`config.mk`:
```
export PLATFORM = sky130hd
export DESIGN_NAME = ga_mutation_algo
export DESIGN_NICKNAME = d
export VERILOG_FILES = /design/src/rtl/ga_mutation_algo_pkg.sv /design/src/rtl/ga_mutation_idx_gen.sv /design/src/rtl/ga_mutation_algo.sv
export SDC_FILE = /design/constraint.sdc
export NUM_CORES = 1
export LEC_CHECK = 0
export BUFFER_PORTS_ARGS = -buffer_cell sky130_fd_sc_hd__buf_2
export CAP_MARGIN = 15
export CORE_AREA = 2 2 176 264
export CTS_CLUSTER_SIZE = 12
export DETAILED_ROUTE_END_ITERATION = 16
export DIE_AREA = 0 0 178 266
export GPL_TIMING_DRIVEN = 0
export SLEW_MARGIN = 5
export SYNTH_ARGS = -nofsm -noshare
export SYNTH_HDL_FRONTEND = slang
export SYNTH_SLANG_ARGS = --single-unit
```
`constraint.sdc`:
```
create_clock -name clk -period 4.5 [get_ports clk]
set_input_delay 0.9 -clock clk [delete_from_list [all_inputs] [get_ports clk]]
set_output_delay 0.9 -clock clk [all_outputs]
set_load 0.01 [all_outputs]
```
`src/rtl/ga_mutation_algo_pkg.sv`:
```
// Shared GA constants and the mutation-stage FSM state type.
package ga_mutation_algo_pkg;

    localparam int unsigned GA_DATA_W      = 8;
    localparam int unsigned GA_M_MAX       = 20;
    localparam int unsigned GA_M_MAX_W     = 5;
    localparam int unsigned GA_M_IDX_MAX_W = 5;
    localparam int unsigned GA_SIM_DLY     = 1;

    typedef enum logic [1:0] {
        StIdle,
        StMutate,
        StOut
    } ga_mut_state_t;

endpackage

```
`src/rtl/ga_mutation_idx_gen.sv`:
```
// Pseudo-modulus index: pass if below modulus, subtract once, else clamp to modulus-1.
module ga_mutation_idx_gen #(
    parameter int unsigned W = 5
) (
    input  logic [W-1:0] rnd,
    input  logic [W:0]   modulus,
    output logic [W-1:0] idx
);

    logic [W-1:0] diff;

    // The subtraction path is only taken when rnd >= modulus, so modulus fits in W bits there.
    always_comb begin
        diff = rnd - modulus[W-1:0];
        if ({1'b0, rnd} < modulus) begin
            idx = rnd;
        end else if ({1'b0, diff} < modulus) begin
            idx = diff;
        end else begin
            idx = modulus[W-1:0] - 1'b1;
        end
    end

endmodule

```
`src/rtl/ga_mutation_algo.sv`:
```
// GA mutation stage: accepts a child, applies N random single-bit flip attempts,
// then presents the mutant downstream with a valid/ack handshake.
module ga_mutation_algo
    import ga_mutation_algo_pkg::*;
#(
    parameter int unsigned DATA_W      = GA_DATA_W,
    parameter int unsigned M_MAX       = GA_M_MAX,
    parameter int unsigned M_MAX_W     = GA_M_MAX_W,
    parameter int unsigned M_IDX_MAX_W = GA_M_IDX_MAX_W,
    parameter int unsigned MUT_NUM_W   = 4,
    localparam int unsigned DATA_IDX_W = $clog2(DATA_W),
    localparam int unsigned RAND_W     = M_IDX_MAX_W + DATA_IDX_W + 8
) (
    input  logic                           clk,
    input  logic                           rstn,
    input  logic                           sw_rst,
    input  logic [M_MAX_W-1:0]             cnfg_m,
    input  logic [MUT_NUM_W-1:0]           cnfg_mut_num,
    input  logic [7:0]                     cnfg_mut_prob,
    input  logic [RAND_W-1:0]              rand_data,
    input  logic                           child_valid,
    input  logic [M_MAX-1:0][DATA_W-1:0]   child_ary,
    output logic                           child_ack,
    output logic                           mutant_valid,
    output logic [M_MAX-1:0][DATA_W-1:0]   mutant_ary,
    input  logic                           mutant_ack
);

    ga_mut_state_t state_q, state_d;

    logic [M_MAX-1:0][DATA_W-1:0] buf_q, buf_d, mut_ary_q;
    logic [MUT_NUM_W-1:0]         cnt_q, cnt_d, num_lat_q;
    logic [M_MAX_W-1:0]           m_lat_q;
    logic [7:0]                   prob_lat_q;

    logic [M_IDX_MAX_W-1:0] r_elem, elem_idx;
    logic [DATA_IDX_W-1:0]  r_bit, bit_idx;
    logic [7:0]             r_prob;
    logic                   flip, last_attempt, load_out;

    assign r_elem = rand_data[M_IDX_MAX_W-1:0];
    assign r_bit  = rand_data[M_IDX_MAX_W +: DATA_IDX_W];
    assign r_prob = rand_data[RAND_W-1 -: 8];

    ga_mutation_idx_gen #(
        .W (M_IDX_MAX_W)
    ) u_elem_idx (
        .rnd     (r_elem),
        .modulus ((M_IDX_MAX_W+1)'(m_lat_q)),
        .idx     (elem_idx)
    );

    ga_mutation_idx_gen #(
        .W (DATA_IDX_W)
    ) u_bit_idx (
        .rnd     (r_bit),
        .modulus ((DATA_IDX_W+1)'(DATA_W)),
        .idx     (bit_idx)
    );

    assign flip         = (m_lat_q != '0) && (r_prob < prob_lat_q);
    assign last_attempt = (state_q == StMutate) && (cnt_q == num_lat_q - 1'b1);

    // FSM: state register
    always_ff @(posedge clk or negedge rstn) begin
        if (!rstn) begin
            state_q <= StIdle;
        end else if (sw_rst) begin
            state_q <= StIdle;
        end else begin
            state_q <= state_d;
        end
    end

    // FSM: next state
    always_comb begin
        state_d = state_q;
        unique case (state_q)
            StIdle: begin
                if (child_ack) begin
                    state_d = (cnfg_mut_num != '0) ? StMutate : StOut;
                end
            end
            StMutate: begin
                if (last_attempt) begin
                    state_d = StOut;
                end
            end
            StOut: begin
                if (mutant_ack) begin
                    if (child_ack) begin
                        state_d = (cnfg_mut_num != '0) ? StMutate : StOut;
                    end else begin
                        state_d = StIdle;
                    end
                end
            end
            default: state_d = StIdle;
        endcase
    end

    // FSM: outputs
    always_comb begin
        child_ack    = child_valid &
                       ((state_q == StIdle) | ((state_q == StOut) & mutant_ack));
        mutant_valid = (state_q == StOut);
        mutant_ary   = mut_ary_q;
    end

    always_comb begin
        buf_d = buf_q;
        cnt_d = cnt_q;
        if (child_ack) begin
            buf_d = child_ary;
            cnt_d = '0;
        end else if (state_q == StMutate) begin
            cnt_d = cnt_q + 1'b1;
            if (flip) begin
                // Indices at or beyond M_MAX (cnfg_m > M_MAX) match no element.
                for (int i = 0; i < M_MAX; i++) begin
                    if (int'(elem_idx) == i) begin
                        buf_d[i][bit_idx] = ~buf_q[i][bit_idx];
                    end
                end
            end
        end
    end

    // Capture on entry to OUT, including a back-to-back accept with zero attempts.
    assign load_out = (state_d == StOut) && ((state_q != StOut) || child_ack);

    always_ff @(posedge clk or negedge rstn) begin
        if (!rstn) begin
            buf_q      <= '0;
            mut_ary_q  <= '0;
            cnt_q      <= '0;
            num_lat_q  <= '0;
            m_lat_q    <= '0;
            prob_lat_q <= '0;
        end else if (sw_rst) begin
            buf_q      <= '0;
            mut_ary_q  <= '0;
            cnt_q      <= '0;
            num_lat_q  <= '0;
            m_lat_q    <= '0;
            prob_lat_q <= '0;
        end else begin
            buf_q <= buf_d;
            cnt_q <= cnt_d;
            if (child_ack) begin
                num_lat_q  <= cnfg_mut_num;
                m_lat_q    <= cnfg_m;
                prob_lat_q <= cnfg_mut_prob;
            end
            if (load_out) begin
                mut_ary_q <= buf_d;
            end
        end
    end

endmodule

```
Word-level counts from Yosys, hierarchy flattened
Index checks and enable logic that the tools add are counted.
{"block": "op_classes", "muxes": 107, "bitwise": 23, "n_reduce_logical": 12, "addsub": 4, "magnitude_cmp": 6, "n_eq_ne": 24}
{"cell": "two-way mux 160 bit", "n": 6}
{"cell": "two-way mux 8 bit", "n": 22}
{"cell": "bitwise mux 8 bit", "n": 20}
{"cell": "binary-select mux 1 bit (select 3 bit)", "n": 20}
{"cell": "equality test 5 bit, second input constant", "n": 12}
{"cell": "two-way mux 1 bit", "n": 21}
{"cell": "equality test 5 x 4 -> 1 bit, second input constant", "n": 4}
{"cell": "two-way mux 4 bit", "n": 5}
{"cell": "two-way mux 5 bit", "n": 4}
{"cell": "NOT 1 bit", "n": 20}
{"cell": "two-way mux 2 bit", "n": 6}
{"cell": "equality test 5 x 3 -> 1 bit, second input constant", "n": 2}
{"cell": "< comparator 5 bit", "n": 2}
{"cell": "< comparator 3 x 4 -> 1 bit, second input constant", "n": 2}
{"cell": "< comparator 8 bit", "n": 1}
{"cell": "case mux 2 bit (3 select lines)", "n": 1}
{"cell": "equality test 5 x 2 -> 1 bit, second input constant", "n": 1}
{"cell": "logical NOT 5 bit", "n": 1}
{"cell": "nonzero test 5 bit", "n": 1}
{"cell": "subtractor 5 x 1 -> 5 bit, second input constant", "n": 1}
{"cell": "subtractor 5 bit", "n": 1}
{"cell": "adder 4 x 1 -> 4 bit, second input constant", "n": 1}
{"cell": "equality test 2 bit, second input constant", "n": 2}
{"cell": "equality test 4 bit", "n": 1}
{"cell": "other kinds (14)", "n": 19}
{"block": "word_totals", "in_bits": 198, "output_inout_bits": 162, "reg_bits": 343}

Logic depth before layout (Yosys ltp)
{"block": "depth", "word_depth": 13, "mapped_depth": 20}

Hierarchy
From an unflattened synthesis, not the netlist that was laid out.
{"block": "unflattened", "cells_unflattened": 1786, "area_unflattened_um2": 19017.0}
{"mod": "ga_mutation_algo", "seq_area_each_um2": 8583.2, "cells_per_inst": 1699, "instances": 1, "area_per_inst_um2": 18290.0}
{"mod": "ga_mutation_idx_gen (u_elem_idx)", "seq_area_each_um2": 0.0, "cells_per_inst": 58, "instances": 1, "area_per_inst_um2": 498.0}
{"mod": "ga_mutation_idx_gen (u_bit_idx)", "seq_area_each_um2": 0.0, "cells_per_inst": 29, "instances": 1, "area_per_inst_um2": 229.0}

Least setup slack after synthesis
No wires, ideal clock.
{"block": "synth_timing", "path_type": "input to register", "from": "in rand_data[1]", "to": "reg mut_ary_q, in the netlist mutant_ary[15]", "path_buffers": 2, "setup_ps": 119, "t_arrival_ps": 4430, "setup_slack_ps": -49, "path_stages": 17, "cell_sequence": "clkbuf_1 inv_1 fa_1 nand2b_1 a21oi_1 xnor2_1 inv_1 ha_1 a21oi_2 nand2_1 or4_1 a21oi_1 a21oi_2 buf_2 nor4_1 a211oi_1 o21a_1"}
{"block": "synth_between", "elab_chain_len": 11, "elab_cells_between_ends": 12, "classes_between": "add/sub (1); order compare (2); eq/ne (1); mux (8)"}
{"element": "start, declared", "line": "ga_mutation_algo.sv:20", "text": "input logic [RAND_W-1:0] rand_data,"}
{"element": "subtractor 5 bit", "line": "ga_mutation_idx_gen.sv:14", "text": "diff = rnd - modulus[W-1:0];"}
{"element": "< comparator 5 bit", "line": "ga_mutation_idx_gen.sv:17", "text": "end else if ({1'b0, diff} < modulus) begin"}
{"element": "two-way mux 5 bit", "line": "ga_mutation_idx_gen.sv:17"}
{"element": "two-way mux 5 bit *", "line": "ga_mutation_idx_gen.sv:15", "text": "if ({1'b0, rnd} < modulus) begin"}
{"element": "equality test 5 x 2 -> 1 bit *", "line": "ga_mutation_algo.sv:121", "text": "if (int'(elem_idx) == i) begin"}
{"element": "two-way mux 8 bit *", "line": "ga_mutation_algo.sv:121"}
{"element": "two-way mux 160 bit *", "line": "ga_mutation_algo.sv:118", "text": "if (flip) begin"}
{"element": "two-way mux 160 bit *", "line": "ga_mutation_algo.sv:116", "text": "end else if (state_q == StMutate) begin"}
{"element": "two-way mux 160 bit *", "line": "ga_mutation_algo.sv:113", "text": "if (child_ack) begin"}
{"element": "two-way mux 160 bit *", "line": "ga_mutation_algo.sv:155", "text": "if (load_out) begin"}
{"element": "two-way mux 160 bit *", "line": "ga_mutation_algo.sv:140", "text": "end else if (sw_rst) begin"}
{"element": "end signal, assigned", "line": "ga_mutation_algo.sv:156", "text": "mut_ary_q <= buf_d;"}
{"element": "end, declared", "line": "ga_mutation_algo.sv:31", "text": "logic [M_MAX-1:0][DATA_W-1:0] buf_q, buf_d, mut_ary_q;"}
Mark *: on every way between the ends. The rest lies on a longest branch, timed or not. The select of a mux whose other input is x is not followed.
A chain may end at the register's enable or synchronous reset.

Final worst setup path
{"block": "layout_timing", "from": "in rand_data[0]", "to": "reg mut_ary_q, in the netlist mutant_ary[88]"}
{"block": "layout_between", "elab_chain_len": 11, "elab_cells_between_ends": 12, "classes_between": "add/sub (1); order compare (2); eq/ne (1); mux (8)"}
{"element": "subtractor 5 bit", "line": "ga_mutation_idx_gen.sv:14"}
{"element": "< comparator 5 bit", "line": "ga_mutation_idx_gen.sv:17"}
{"element": "two-way mux 5 bit", "line": "ga_mutation_idx_gen.sv:17"}
{"element": "two-way mux 5 bit *", "line": "ga_mutation_idx_gen.sv:15"}
{"element": "equality test 5 bit *", "line": "ga_mutation_algo.sv:121"}
{"element": "two-way mux 8 bit *", "line": "ga_mutation_algo.sv:121"}
{"element": "two-way mux 160 bit *", "line": "ga_mutation_algo.sv:118"}
{"element": "two-way mux 160 bit *", "line": "ga_mutation_algo.sv:116"}
{"element": "two-way mux 160 bit *", "line": "ga_mutation_algo.sv:113"}
{"element": "two-way mux 160 bit *", "line": "ga_mutation_algo.sv:155"}
{"element": "two-way mux 160 bit *", "line": "ga_mutation_algo.sv:140"}
Marks and branches as above.

==> key figures <==
STA
  • Slew @ Worst Pin: 1390 ps
  • Final setup fails: 0
  • Fin. max-slew vios: 0
  • Minimum clock period: 4450 ps
  • Endpoints failing hold: 0
  • Unrepaired setup endpoints after global routing: true
  • Rel. slew slack: 7.27%
  • Setup TNS: 0 ps
  • Final period utilization: 99.0%
  • Achievable Freq: 0.224 GHz
  • Clock Skew: 14.8 ps
  • Fin Hold WS: 419 ps

Placed design
  • Gpl congestion: 0.910
  • Post-DP HPWL: 54.6 mm
  • DP Area: 0.0205 mm2
  • PortBufs: 356

Routing
  • DRC: 0
  • DR vias: 17.6k
  • First-pass DRT Iterations: 5
  • Vias per Instance: 6.22
  • Total Wirelength: 73.4 mm
  • Wirelength per Cell: 26.0 um
  • Iter 0 DRT Violations: 1,287
  • Remaining antenna violation count: 0

Yosys
  • Mapped Area: 0.0179 mm2
  • Post-synth top area share: 48.0%
  • Dominant cells by area after synthesis: dfrtp_1 (48%), nor2_1 (4.2%), a21oi_1 (3.3%)
  • Post-synthesis sequential area ratio: 48.0%
  • Cell count after synthesis: 1,790
  • Synth Warn #: 0
  • Ys async rst share: 100%
  • Yosys reg bits: 343
  • Library cells used by synthesis: 80
  • EDFF count, synth: 0
  • Synth top cells by count: dfrtp_1 (343), nor2_1 (200), a21oi_1 (117)
  • Most used DFF post-synth: dfrtp_1
  • Post-synth net total: 2,009
  • Area leader, netlist: dfrtp_1
  • Mean Syn Cell Area: 9.99 um2
  • Top-count cell post-synth: dfrtp_1

Floorplan
  • Core area: 0.0453 mm2
  • Die Span X: 178 um
  • I/O pin count: 360
  • Total die area: 0.0473 mm2
  • Initial core utilization: 39.5%
  • Die height: 266 um
  • Number of placement rows: 96

GRT
  • Vias in the first global route: 18.0k
  • Initial antenna violation count: 2
  • Largest net degree at the start of global routing: 99
  • Total grt overflow: 0
  • First-pass GRT wire length: 108 mm
  • Gr usage total: 30.4%

CTS
  • Clk slew on worst S/H paths: 60 ps
  • H-Tree Depth: 2
  • Num CTS Buffers: 36
  • CTS tree: done
  • Clock buffer depth: 3
  • CTS root buffer: clkbuf_16
  • Clock Latency Late Sink: 550 ps
  • CTS Sinks: 343

Pwr
  • Leakage power: 9.78 nW
  • Pwr Total: 9.40 mW
  • VDD IR max: 0.277 mV
  • Pwr/cell area: 415 mW/mm2

Setup path
  • Critical Path RT: 4920 ps
  • R2r startpoint: m_lat_q[0]$_DFFE_PN0P_
  • Crit. End Element: flip-flop
  • Crit start category: input port
  • Worst setup startpoint: rand_data[0]
  • Critical-path maximum fanout: 10
  • Worst path arrival time: 4880 ps
  • Type of the worst setup path: in -> reg

Run status
  • Status: completed

Cells and area
  • Area growth syn-to-layout: 26.6%
  • Multi-input gate area: 0.00936 mm2
  • Layout fillers: 4,251
  • Final core utilization: 50.0%
  • Finished Cell Area: 0.0226 mm2
  • Reg area: 0.00858 mm2
  • Nets: 2,433
  • Fraction of layout cells with a size suffix above 1: 31.2%

Flow run
  • Max-Cap Viols: 0

Hold path
  • Worst Hold Class: in -> async
power breakdown:
| part | internal (mW) | switching, mW |
|---|---|---|
| logic | 1.04 | 1.72 |
| registers | 3.48 | 0.308 |
| clock network | 1.57 | 1.28 |
| total | 6.10 | 3.30 |
state kept, by name, summed over array words and instances, names as in the netlist:
| signal | count |
|---|---|
| buf_q | 160 |
| mutant_ary | 160 |
| prob_lat_q | 8 |
| m_lat_q | 5 |
| cnt_q | 4 |
| num_lat_q | 4 |
| state_q | 2 |
layout by cell type, fill, tap and decap left out, types with 28 or more instances in the layout:
cell type,n
dfrtp_1,343
nor2_1,194
a311oi_1,28
o21ai_0,100
a211oi_1,55
buf_4,30
nand2_1,74
a21oi_1,115
mux2_2,45
clkbuf_1,94
o32a_1,55
o21a_1,51
clkbuf_16,37
o31a_1,49
nor3_1,59
buf_2,392
nand3_1,41
cell type report:
type | count | area share [%]
Inverter | 25 | 0.415
Multi-Input combinational cell | 1277 | 41.3
Clock buffer | 53 | 4.53
Sequential cell | 343 | 37.9
Timing Repair Buffer | 386 | 9.26
Antenna cell | 2 | 0.0221
Clock inverter | 5 | 0.144
Tap cell | 588 | 3.25
Buffer | 145 | 3.13
final timing paths:
| path | end | slack, ps | depth (start not counted) |
|---|---|---|---|
| worst max-delay path | mutant_ary[88]$_DFFE_PN0P_ | 50 | 20 |
| worst min-delay path | buf_q[64]$_DFF_PN0_ | 420 | 1 |
| worst max register to register | mutant_ary[88]$_DFFE_PN0P_ | 50 | 18 |
| worst min register to register | buf_q[114]$_DFF_PN0_ | 480 | 1 |
| max in group asynchronous | mutant_ary[138]$_DFFE_PN0P_ | 2630 | 3 |
| min in group clk | buf_q[114]$_DFF_PN0_ | 480 | 1 |
critical path, cell delays in order:
cell and delay (ps):
buf_2 140, inv_2 70, ha_1 220, fa_2 370
nand2b_1 170, a21oi_2 190, xnor2_2 150, inv_1 100
ha_4 300, nand3_1 100, and2_1 160, buf_2 180
a211oi_4 340, a21o_1 150, buf_6 150, a31oi_4 200
buf_8 240, nor4_4 390, a211oi_2 140, o21a_1 210
metrics by stage:
step	worst slack, ps	std cells
final	45.6	2824
after global routing	-38.7	2822
after CTS	6.51	2806
after detailed placement	-1180	2737
after global placement	-4260	2734
after floorplan	25.0	1790
per-layer routing:
| layer | vias up | wire length [um] | GRT usage [%] |
|---|---|---|---|
| li1 | 7708 | - | - |
| met1 | 8761 | 26500 | 35.0 |
| met2 | 845 | 36300 | 52.1 |
| met4 | 4 | 5310 | 19.2 |
| met3 | 252 | 5250 | 5.24 |
| met5 | - | 29 | 0 |
kinds of logic after synthesis:
kind of cell | after synthesis | share of synthesized area, %
multiplexers | 59 | 3.83
flip-flops | 343 | 48.0
XOR/XNOR | 14 | 0.812
adder cells (fa/ha/maj) | 21 | 1.51
AO/OA/AOI/OAI | 667 | 28.0
AND/OR/NAND/NOR | 516 | 13.9
buffers and inverters | 170 | 4.01
timing repair:
item | CTS | global route
gates resized for setup | 81 | 80
setup endpoints to repair | 297 | 248
cloned | 1 | 0
hold buffers | 0 | 0
setup buffers | 10 | 15
pin swaps | 15 | 11
Power figures use the tool's default switching activity.
